File: src/rtl/sar_search_ctrl.sv
// sar_search_ctrl: MSB-first successive-approximation search driving an external magnitude comparator
module sar_search_ctrl #(
  parameter int WIDTH = 4
) (
  input  logic             clk,
  input  logic             rst_n,
  input  logic             start,
  input  logic             cmp_g,
  input  logic             cmp_e,
  input  logic             cmp_s,
  output logic [WIDTH-1:0] trial,
  output logic             busy,
  output logic             done,
  output logic [WIDTH-1:0] result,
  output logic             found,
  output logic             error
);
  localparam int KW = (WIDTH > 2) ? $clog2(WIDTH) : 1;
  typedef enum logic {IDLE, TEST} state_t;
  state_t state;
  logic [KW-1:0] k;
  logic [WIDTH-1:0] kbit, decided;
  logic legal;
  // current bit mask, trial with bit k resolved by the comparator, and one-hot flag check
  always_comb begin
    kbit = {{(WIDTH-1){1'b0}}, 1'b1} << k;
    decided = cmp_g ? trial : (trial & ~kbit);
    legal = ({cmp_g, cmp_e, cmp_s} == 3'b100) || ({cmp_g, cmp_e, cmp_s} == 3'b010) || ({cmp_g, cmp_e, cmp_s} == 3'b001);
  end
  // search state machine; all outputs registered, done defaults low so it pulses
  always_ff @(posedge clk) begin
    if (!rst_n) begin
      state  <= IDLE;
      trial  <= '0;
      result <= '0;
      k      <= '0;
      busy   <= 1'b0;
      done   <= 1'b0;
      found  <= 1'b0;
      error  <= 1'b0;
    end else begin
      done <= 1'b0;
      if (state == IDLE) begin
        if (start) begin
          trial  <= {1'b1, {(WIDTH-1){1'b0}}};
          k      <= KW'(WIDTH-1);
          busy   <= 1'b1;
          found  <= 1'b0;
          error  <= 1'b0;
          result <= '0;
          state  <= TEST;
        end
      end else if (!legal) begin
        error  <= 1'b1;
        result <= '0;
        done   <= 1'b1;
        busy   <= 1'b0;
        state  <= IDLE;
      end else if (cmp_e) begin
        result <= trial;
        found  <= 1'b1;
        done   <= 1'b1;
        busy   <= 1'b0;
        state  <= IDLE;
      end else if (k == '0) begin
        result <= decided;
        found  <= 1'b0;
        done   <= 1'b1;
        busy   <= 1'b0;
        state  <= IDLE;
      end else begin
        trial <= decided | (kbit >> 1);
        k     <= k - KW'(1);
      end
    end
  end
endmodule
File: config.mk
export PLATFORM = sky130hd
export DESIGN_NAME = sar_search_ctrl
export DESIGN_NICKNAME = d
export VERILOG_FILES = /design/src/rtl/sar_search_ctrl.sv
export SDC_FILE = /design/constraint.sdc
export NUM_CORES = 1
export LEC_CHECK = 0
export BUFFER_PORTS_ARGS = -buffer_cell sky130_fd_sc_hd__buf_2
export CORE_MARGIN = 1.5
export CORE_UTILIZATION = 30
export DETAILED_ROUTE_END_ITERATION = 7
export HOLD_SLACK_MARGIN = 0.15
export MAX_ROUTING_LAYER = met4
export PLACE_DENSITY = 0.46
export SETUP_SLACK_MARGIN = 0.15
export SLEW_MARGIN = 20
export SYNTH_ARGS = -nofsm -noshare
export SYNTH_HDL_FRONTEND = slang
export SYNTH_SLANG_ARGS = --single-unit
export TNS_END_PERCENT = 30
File: constraint.sdc
create_clock -name clk -period 2.4 [get_ports clk]
set_input_delay 0.36 -clock clk [delete_from_list [all_inputs] [get_ports clk]]
set_output_delay 0.36 -clock clk [all_outputs]
set_load 0.02 [all_outputs]
==> results of run 1 <==
## layout by cell type, fill, tap and decap left out, types with 2 or more instances in the layout
master	instances
dfxtp_1	15
xnor2_1	3
and2_1	4
a31oi_1	4
nand4_1	2
nand2b_1	7
a32o_1	3
nand3_1	3
o311ai_0	2
o22ai_1	2
ha_1	4
nor2_1	3
inv_1	4
clkbuf_4	3
buf_2	17
nand2_1	4
a21oi_1	2
## cell usage after synthesis (all sizes together), types with 2 or more instances
cell type and count:
xnor2 3, nand2b 7, a31oi 4, clkbuf 2, a32o 3, o22ai 2
inv 4, nor2 3, nand3 3, nand2 4, buf 4, dfxtp 15
a21oi 2, ha 4, nand4 2, o311ai 2, and2 4
## worst reg2reg max path, delay by kind of cell, from the launching register on
family | cells | cell delay (ns)
DFF | 1 | 0.41
buffers and inverters | 1 | 0.08
adders and majority gates | 1 | 0.31
AOI/OAI and AO/OA | 1 | 0.23
and+or+nand+nor | 2 | 0.69
## routing by layer
layer,global-route usage,up-vias,share of wire
li1,-,363,-
met1,0.1683,366,0.49
met2,0.2000,16,0.45
met3,0.05349,4,0.044
met4,0.04082,0,0.011
met5,-,-,0
## area by class of cell
type                       instances  area, um2
clock buffer                       3      22.52
fill                             284       1747
multi-input combinational         64      496.7
sequential                        15      300.3
tap                               31      38.79
timing repair buffer              17      85.08
inverter                           4      15.01
clock inverter                     1      5.005
## sequential cells by signal, indices dropped and copies added (netlist names)
name	count
result	4
trial	4
k	2
busy	1
done	1
error	1
found	1
state	1
## path summary, 6_finish.rpt
kind | startpoint | to | slack, ns | cells past startpoint
setup / recovery | k[0]$_SDFFE_PN0P_ | trial[3]$_SDFFE_PN0P_ | 0.58 | 5
hold / removal | rst_n | trial[3]$_SDFFE_PN0P_ | 0.38 | 2
setup reg to reg | k[0]$_SDFFE_PN0P_ | trial[3]$_SDFFE_PN0P_ | 0.58 | 5
hold reg to reg | error$_SDFFE_PN0P_ | error$_SDFFE_PN0P_ | 0.45 | 2
## power by group
| part | total [W] | leakage (nW) | internal, W | switching (W) |
|---|---|---|---|---|
| logic | 0.0000946 | 0.253 | 0.0000343 | 0.0000603 |
| registers | 0.000267 | 0.123 | 0.000258 | 0.00000886 |
| clock network | 0.000152 | 0.0177 | 0.0000620 | 0.0000903 |
| total | 0.000514 | 0.394 | 0.000354 | 0.000159 |
## kinds of logic after synthesis
kind of cell               after synthesis
xor gates and xnor gates                 4
buffers and inverters                   10
and+or+nand+nor                         30
DFF                                     15
adders and majority gates                4
AOI/OAI and AO/OA                       26
## per-stage QoR
stage | area (um2) | instances
3_5_place_dp | 935.9 | 131
4_1_cts | 963.4 | 135
6_report | 963.4 | 135
2_1_floorplan | 842.1 | 89
3_3_place_gp | 935.9 | 131
5_1_grt | 963.4 | 135
==> impl_metrics.json, run 1 <==
{
  "synthSimpleGateAreaFrac": 0.2125,
  "arrival_ns": 2.01,
  "hold_ws_ns": 0.3805,
  "numCtsBuffers": 3,
  "synth_nets": 99,
  "drive_gt1_frac": 0.2692,
  "totalWireLength_mm": 1.957,
  "path_cells": "inv_1 > ha_1 > nor3b_2 > nand3_1 > o211a_1",
  "grt_pass1_wl_mm": 3.215,
  "synth_area_leaders": "dfxtp_1 36%, ha_1 5.9%, nand2b_1 5.2%",
  "grt_pass1_vias": 686,
  "post_cts_buffers": 0,
  "routabilityCongestion": 0.7915,
  "antenna_cells": 0,
  "preCtsSetupSlack_ns": 0.6019,
  "p_total_w": 0.0005138,
  "initial_core_util": 0.3107,
  "crit_buf_inv": 1,
  "drt-initial-drc-count": 27,
  "vias_per_cell": 5.548,
  "drc": 0,
  "clockBufferDepth": 2,
  "dp_hpwl_mm": 1.379,
  "core_um2": 2710,
  "finalCritPeriodShare": 0.7566,
  "final_core_util": 0.3555,
  "crit_type": "register to register",
  "die_w_um": 55.98,
  "max-vdd-ir-drop_mv": 0.2736,
  "start_kind": "register",
  "status": "complete, no violations",
  "ys_seq_elements": 15,
  "worst_setup_path_end_kind": "register",
  "core.rowCount": 19,
  "synthFlopType": "dfxtp_1",
  "cts_sinks": 15,
  "p_leak_nw": 0.3936,
  "synth_top_area_frac": 0.3566,
  "seq_area_frac_synth": 0.3566,
  "clock.fmax_mhz": 550.7,
  "skew_ns": 0.003966,
  "crit_family": "simple AND/OR/NAND/NOR gates",
  "powerDensity_nw_per_um2": 533.3,
  "critical_path.max_stage_delay_ns": 0.52,
  "synth_mux_area_frac": 0,
  "nNetsFinal": 115,
  "fin_ws_ns": 0.5843,
  "antenna_found_initial": 0,
  "clk_pin_slew_ns": 0.10,
  "clock-root-buffer": "clkbuf_4",
  "yosysTopAreaCell": "dfxtp_1",
  "wl_per_cell_um": 14.50,
  "final.setup.tns_ns": 0,
  "setup_viol": 0,
  "place.port_buffers": 17,
  "hold_buffers": 0,
  "synth.distinct_cells": 39,
  "area_growth_pct": 14.41,
  "synth.avg_cell_area_um2": 9.461,
  "worstPathMaxFanout": 9,
  "maxSlewViolCount": 0,
  "dr.pass1.iters": 4,
  "rsz0062_at_grt": "no",
  "hold_viol_final": 0,
  "ant_nets": 0,
  "grt_max_degree": 15,
  "synth_edf_count": 0,
  "synth.cell_area_um2": 842.1,
  "synth_fa_ha_area_frac": 0.05944,
  "hp-class": "input pin to register",
  "synth_top_family_by_area": "compound AO/OA/AOI/OAI gates",
  "synth_warnings": 0,
  "slowest_stage": "nor3b_2",
  "cap_violations": 0,
  "synth_xor_area_frac": 0.05052,
  "cts-htree-levels": 1,
  "overflow": 0,
  "crit_required_ns": 2.60,
  "worst_slew_pin_slew_ns": 0.5316,
  "cts_resized": 0,
  "netlist_instances": 89,
  "cts_tree": "done",
  "dieArea_um2": 3134,
  "die_h_um": 55.98,
  "grt.total_usage": 0.1346,
  "vias": 749,
  "insertion_delay_ns": 0.29,
  "finalCriticalPeriod_ns": 1.816,
  "synth_compound_area_frac": 0.2675,
  "slew_headroom": 0.6440,
  "async_flop_share": 0,
  "io_pins": 18
}
Power figures use the tool's default switching activity.
==> run 2, diff against run 1 <==
--- a/config.mk
+++ b/config.mk
@@ -11,7 +11,7 @@
 export DETAILED_ROUTE_END_ITERATION = 7
 export HOLD_SLACK_MARGIN = 0.15
 export MAX_ROUTING_LAYER = met4
-export PLACE_DENSITY = 0.46
+export PLACE_DENSITY = 0.48
 export SETUP_SLACK_MARGIN = 0.15
 export SLEW_MARGIN = 20
 export SYNTH_ARGS = -nofsm -noshare
==> constraint.sdc (replaced) <==
create_clock -name clk -period 1.6 [get_ports clk]
set_input_delay 0.24 -clock clk [delete_from_list [all_inputs] [get_ports clk]]
set_output_delay 0.24 -clock clk [all_outputs]
set_load 0.02 [all_outputs]
==> run 2 against run 1 <==
  * Design area rose by 7.7%
  * Sequential share of layout area down 1.7 points
  * Die area stayed put
  * Critical endpoint is now result[3]$_SDFFE_PN0P_
  * Flip-flop and latch count did not move
  * Setup slack worse by 0.46 ns
  * Critical path type unchanged
  * First-iteration DRC count shrank 33%
  * Global-route usage grew 1.4 points
==> impl_metrics.json, run 2 (same netlist as run 1, synthesis figures left out) <==
{
  "cap_violations": 0,
  "final_core_util": 0.3827,
  "drt-initial-drc-count": 18,
  "mostFrequentLayoutCell": "buf_2",
  "place.port_buffers": 17,
  "p_leak_nw": 0.4210,
  "clock.fmax_mhz": 676.7,
  "r2r_cells": 4,
  "antenna_found_initial": 0,
  "p_int_w": 0.0005516,
  "slowest_stage": "or4b_2",
  "combPwrFrac": 0.217,
  "place_area_um2": 962.2,
  "clk_pin_slew_ns": 0.08,
  "clock-root-buffer": "clkbuf_4",
  "powerDensity_nw_per_um2": 762.4,
  "regArea_um2": 305.3,
  "ant_nets": 0,
  "die_w_um": 55.98,
  "preCtsSetupSlack_ns": 0.08872,
  "die_h_um": 55.98,
  "overflow": 0,
  "antenna_cells": 0,
  "slew_headroom": 0.6808,
  "vias": 782,
  "maxSlewViolCount": 0,
  "fin_area_um2": 1037,
  "insertion_delay_ns": 0.29,
  "initial_core_util": 0.3107,
  "finalCritPeriodShare": 0.9236,
  "fin_ws_ns": 0.1223,
  "hp-class": "input pin to register",
  "worst_setup_path_end_kind": "register",
  "crit_required_ns": 1.83,
  "cts_tree": "done",
  "hold_viol_final": 0,
  "vias_per_cell": 5.586,
  "status": "complete, no violations",
  "arrival_ns": 1.70,
  "seq_power_share": 0.504,
  "cts-htree-levels": 1,
  "layout_common_cells": "17 x buf_2, 13 x dfxtp_1, 7 x nand2b_1",
  "area_growth_pct": 23.18,
  "fillerInstances": 294,
  "routabilityCongestion": 0.8274,
  "skew_ns": 0.01019,
  "rrSetupSlack_ns": 0.12,
  "setup_viol": 0,
  "critical_path.max_stage_delay_ns": 0.60,
  "core_um2": 2710,
  "grt.total_usage": 0.1486,
  "dp_hpwl_mm": 1.480,
  "cts_sinks": 15,
  "switching_power_w": 0.0002393,
  "numCtsBuffers": 3,
  "grt_max_degree": 15,
  "dieArea_um2": 3134,
  "whs_path_depth": 2,
  "switching_share": 0.3026,
  "hold_ws_ns": 0.2852,
  "max-vdd-ir-drop_mv": 0.5486,
  "nNetsFinal": 120,
  "clockBufferDepth": 2,
  "hold_buffers": 0,
  "final.setup.tns_ns": 0,
  "wl_per_cell_um": 15.21,
  "io_pins": 18,
  "start_kind": "register",
  "worst_slew_pin_slew_ns": 0.4754,
  "grt_pass1_wl_mm": 3.532,
  "rsz0062_at_grt": "yes",
  "finalCriticalPeriod_ns": 1.478,
  "worstPathMaxFanout": 3,
  "top_regs": "result (4), trial (4), k (2)",
  "pwr-share-clk": 0.280,
  "drive_gt1_frac": 0.3670,
  "path_cells": "ha_2 > or4b_2 > o21ai_1 > a32o_1",
  "crit_type": "register to register",
  "core.rowCount": 19,
  "grt_pass1_vias": 724,
  "totalWireLength_mm": 2.129,
  "dr.pass1.iters": 4,
  "multi_input_area_um2": 529.3,
  "drc": 0
}
==> run 2: layout make-up <==
cell class | count | share of cell area
clock buffer | 4 | 0.02533
multi-input combinational | 64 | 0.5103
timing repair buffer | 22 | 0.1182
tap | 31 | 0.03739
inverter | 4 | 0.01448
sequential | 15 | 0.2943
==> run 2: what timing repair did <==
item | 4_1_cts | 5_1_grt
resized for setup | 5 | 1
endpoints found under the setup margin | 4 | 8
hold endpoints to repair | 0 | 0
buffers inserted | 2 | 1
pin swaps | 2 | 1
==> run 2: final timing paths <==
path | from | endpoint
max | k[0]$_SDFFE_PN0P_ | result[3]$_SDFFE_PN0P_
max reg2reg | k[0]$_SDFFE_PN0P_ | result[3]$_SDFFE_PN0P_
min | rst_n | trial[3]$_SDFFE_PN0P_
min reg2reg | error$_SDFFE_PN0P_ | error$_SDFFE_PN0P_
==> run 2: stage by stage <==
stage               total power, W  std cells
floorplan                0.0005236         89
global placement         0.0005610        133
detailed placement       0.0005619        133
CTS                      0.0007995        139
global route             0.0008383        140
finish                   0.0007908        140
==> run 2: power by group through the flow <==
stage	clock network, W	registers (W)	logic (W)
6_report	0.000221	0.000398	0.000171
5_1_grt	0.000253	0.000401	0.000185
4_1_cts	0.000233	0.000399	0.000167
3_5_place_dp	0	0.000409	0.000153
3_3_place_gp	0	0.000408	0.000153
2_1_floorplan	0	0.000415	0.000109
==> run 2: layer usage <==
metal  part of all wire  global-route usage  vias up
li1                   -                   -      374
met1               0.50              0.1921      386
met2               0.46              0.2269       20
met3              0.032             0.04884        2
met4             0.0066             0.03401        0
met5                  0                   -        -
==> run 2: worst max-delay path, delay by kind of cell (launching register included) <==
family | cells | cell delay, ns
AO/OA/AOI/OAI | 2 | 0.27
adder cells (fa/ha/maj) | 1 | 0.19
flip-flops | 1 | 0.36
AND/OR/NAND/NOR | 1 | 0.60
==> run 3, diff against run 2 <==
--- a/config.mk
+++ b/config.mk
@@ -8,6 +8,7 @@
 export BUFFER_PORTS_ARGS = -buffer_cell sky130_fd_sc_hd__buf_2
 export CORE_MARGIN = 1.5
 export CORE_UTILIZATION = 30
+export CTS_BUF_LIST = sky130_fd_sc_hd__clkbuf_2 sky130_fd_sc_hd__clkbuf_4 sky130_fd_sc_hd__clkbuf_8
 export DETAILED_ROUTE_END_ITERATION = 7
 export HOLD_SLACK_MARGIN = 0.15
 export MAX_ROUTING_LAYER = met4
==> run 3 against run 2 <==
  * Worst hold slack got worse by 0.0011 ns
  * Clock power up 8%
  * Via count is 1.9% lower
  * Wire length shrank 0.75%
==> impl_metrics.json, run 3 (same netlist as run 1, synthesis figures left out) <==
{
  "path_cells": "ha_2 > or4b_2 > o21ai_1 > a32o_1",
  "overflow": 0,
  "powerDensity_nw_per_um2": 775.9,
  "arrival_ns": 1.71,
  "drt-initial-drc-count": 21,
  "drive_gt1_frac": 0.3761,
  "dr.pass1.iters": 4,
  "fillerInstances": 294,
  "clock-root-buffer": "clkbuf_4",
  "crit_required_ns": 1.83,
  "worstPathMaxFanout": 3,
  "p_total_w": 0.0008077,
  "grt.total_usage": 0.1486,
  "ant_nets": 0,
  "r2r_cells": 4,
  "numCtsBuffers": 3,
  "critical_path.max_stage_delay_ns": 0.60,
  "vias_per_cell": 5.479,
  "cp-endpoint": "result[3]$_SDFFE_PN0P_",
  "place.port_buffers": 17,
  "clk_pin_slew_ns": 0.08,
  "worst_slew_pin_slew_ns": 0.4718,
  "hold_viol_final": 0,
  "mostFrequentLayoutCell": "buf_2",
  "wl_per_cell_um": 15.09,
  "cts_sinks": 15,
  "grt_max_degree": 15,
  "initial_core_util": 0.3107,
  "die_w_um": 55.98,
  "worst_setup_path_end_kind": "register",
  "insertion_delay_ns": 0.29,
  "cap_violations": 0,
  "layout_common_cells": "17 x buf_2, 13 x dfxtp_1, 7 x nand2b_1",
  "finalCritPeriodShare": 0.9250,
  "crit_family": "simple AND/OR/NAND/NOR gates",
  "cp.depth": 4,
  "cts-htree-levels": 1,
  "p_leak_nw": 0.4244,
  "grt_pass1_vias": 720,
  "finalCriticalPeriod_ns": 1.480,
  "core_um2": 2710,
  "crit_buf_inv": 0,
  "nNetsFinal": 120,
  "dieArea_um2": 3134,
  "die_h_um": 55.98,
  "routabilityCongestion": 0.8274,
  "fin_cells": 140,
  "top_regs": "result (4), trial (4), k (2)",
  "slowest_stage": "or4b_2",
  "grt_pass1_wl_mm": 3.532,
  "skew_ns": 0.009406,
  "clock.fmax_mhz": 675.6,
  "start_kind": "register",
  "setup.worst_path.start": "k[0]$_SDFFE_PN0P_",
  "setup_viol": 0,
  "core.rowCount": 19,
  "preCtsSetupSlack_ns": 0.08872,
  "status": "complete, no violations",
  "rrSetupSlack_ns": 0.12,
  "antenna_found_initial": 0,
  "hold_ws_ns": 0.2841,
  "hp-class": "input pin to register",
  "slew_headroom": 0.6832,
  "dp_hpwl_mm": 1.480,
  "drc": 0,
  "cts_tree": "done",
  "vias": 767,
  "rsz0062_at_grt": "yes",
  "totalWireLength_mm": 2.113,
  "final.setup.tns_ns": 0,
  "fin_ws_ns": 0.1199,
  "reg2reg_from": "k[0]$_SDFFE_PN0P_",
  "clockBufferDepth": 2,
  "crit_type": "register to register",
  "area_growth_pct": 23.63,
  "max-vdd-ir-drop_mv": 0.6036,
  "io_pins": 18,
  "maxSlewViolCount": 0,
  "r2r-end": "result[3]$_SDFFE_PN0P_",
  "antenna_cells": 0,
  "dpl.cell_count": 133
}
==> run 3: changes by cell type in the layout (fill, tap and decap cells not counted) <==
| cell | before | now |
|---|---|---|
| clkbuf_4 | 3 | 4 |
| clkbuf_1 | 1 | 0 |
==> run 3: through the flow <==
stage	area (um2)	util
2_1_floorplan	863.3	-
3_3_place_gp	962.2	0.3550
3_5_place_dp	962.2	0.3550
4_1_cts	1028	0.3795
5_1_grt	1041	0.3841
6_report	1041	0.3841
==> run 3: worst min path at each step <==
stage	start	to	slack [ns]	depth (start not counted)
2_1_floorplan	start	busy$_SDFFE_PN0P_	0.41	2
3_3_place_gp	error$_SDFFE_PN0P_	error$_SDFFE_PN0P_	0.44	2
3_5_place_dp	error$_SDFFE_PN0P_	error$_SDFFE_PN0P_	0.45	2
4_1_cts	rst_n	trial[3]$_SDFFE_PN0P_	0.27	2
5_1_grt	rst_n	trial[3]$_SDFFE_PN0P_	0.26	2
6_report	rst_n	trial[3]$_SDFFE_PN0P_	0.28	2
==> run 3: power by group <==
group | switching [W] | internal [W]
clock network | 0.000125 | 0.000114
registers | 0.0000108 | 0.000388
logic | 0.000104 | 0.0000672
==> run 3: metal layers <==
| layer | track usage | up-vias | routed length (um) |
|---|---|---|---|
| met4 | 0.03061 | 0 | 14 |
| met5 | - | - | 0 |
| li1 | - | 373 | - |
| met1 | 0.1953 | 374 | 1067 |
| met2 | 0.2252 | 18 | 966 |
| met3 | 0.04884 | 2 | 64 |
==> run 3: final cells by class <==
type | count | area, um2 | share of cell area
clock buffers | 4 | 30.03 | 0.02885
inverters | 4 | 15.01 | 0.01442
multi-input cells | 64 | 529.3 | 0.5084
flip-flops and latches | 15 | 305.3 | 0.2933
well taps | 31 | 38.79 | 0.03726
repair buffers | 22 | 122.6 | 0.1178
==> run 3: repair_timing <==
item                       CTS  global route
resized for setup            5             1
hold buffers                 0             0
setup endpoints to repair    4             8
pin swaps                    2             1
setup buffers                2             1
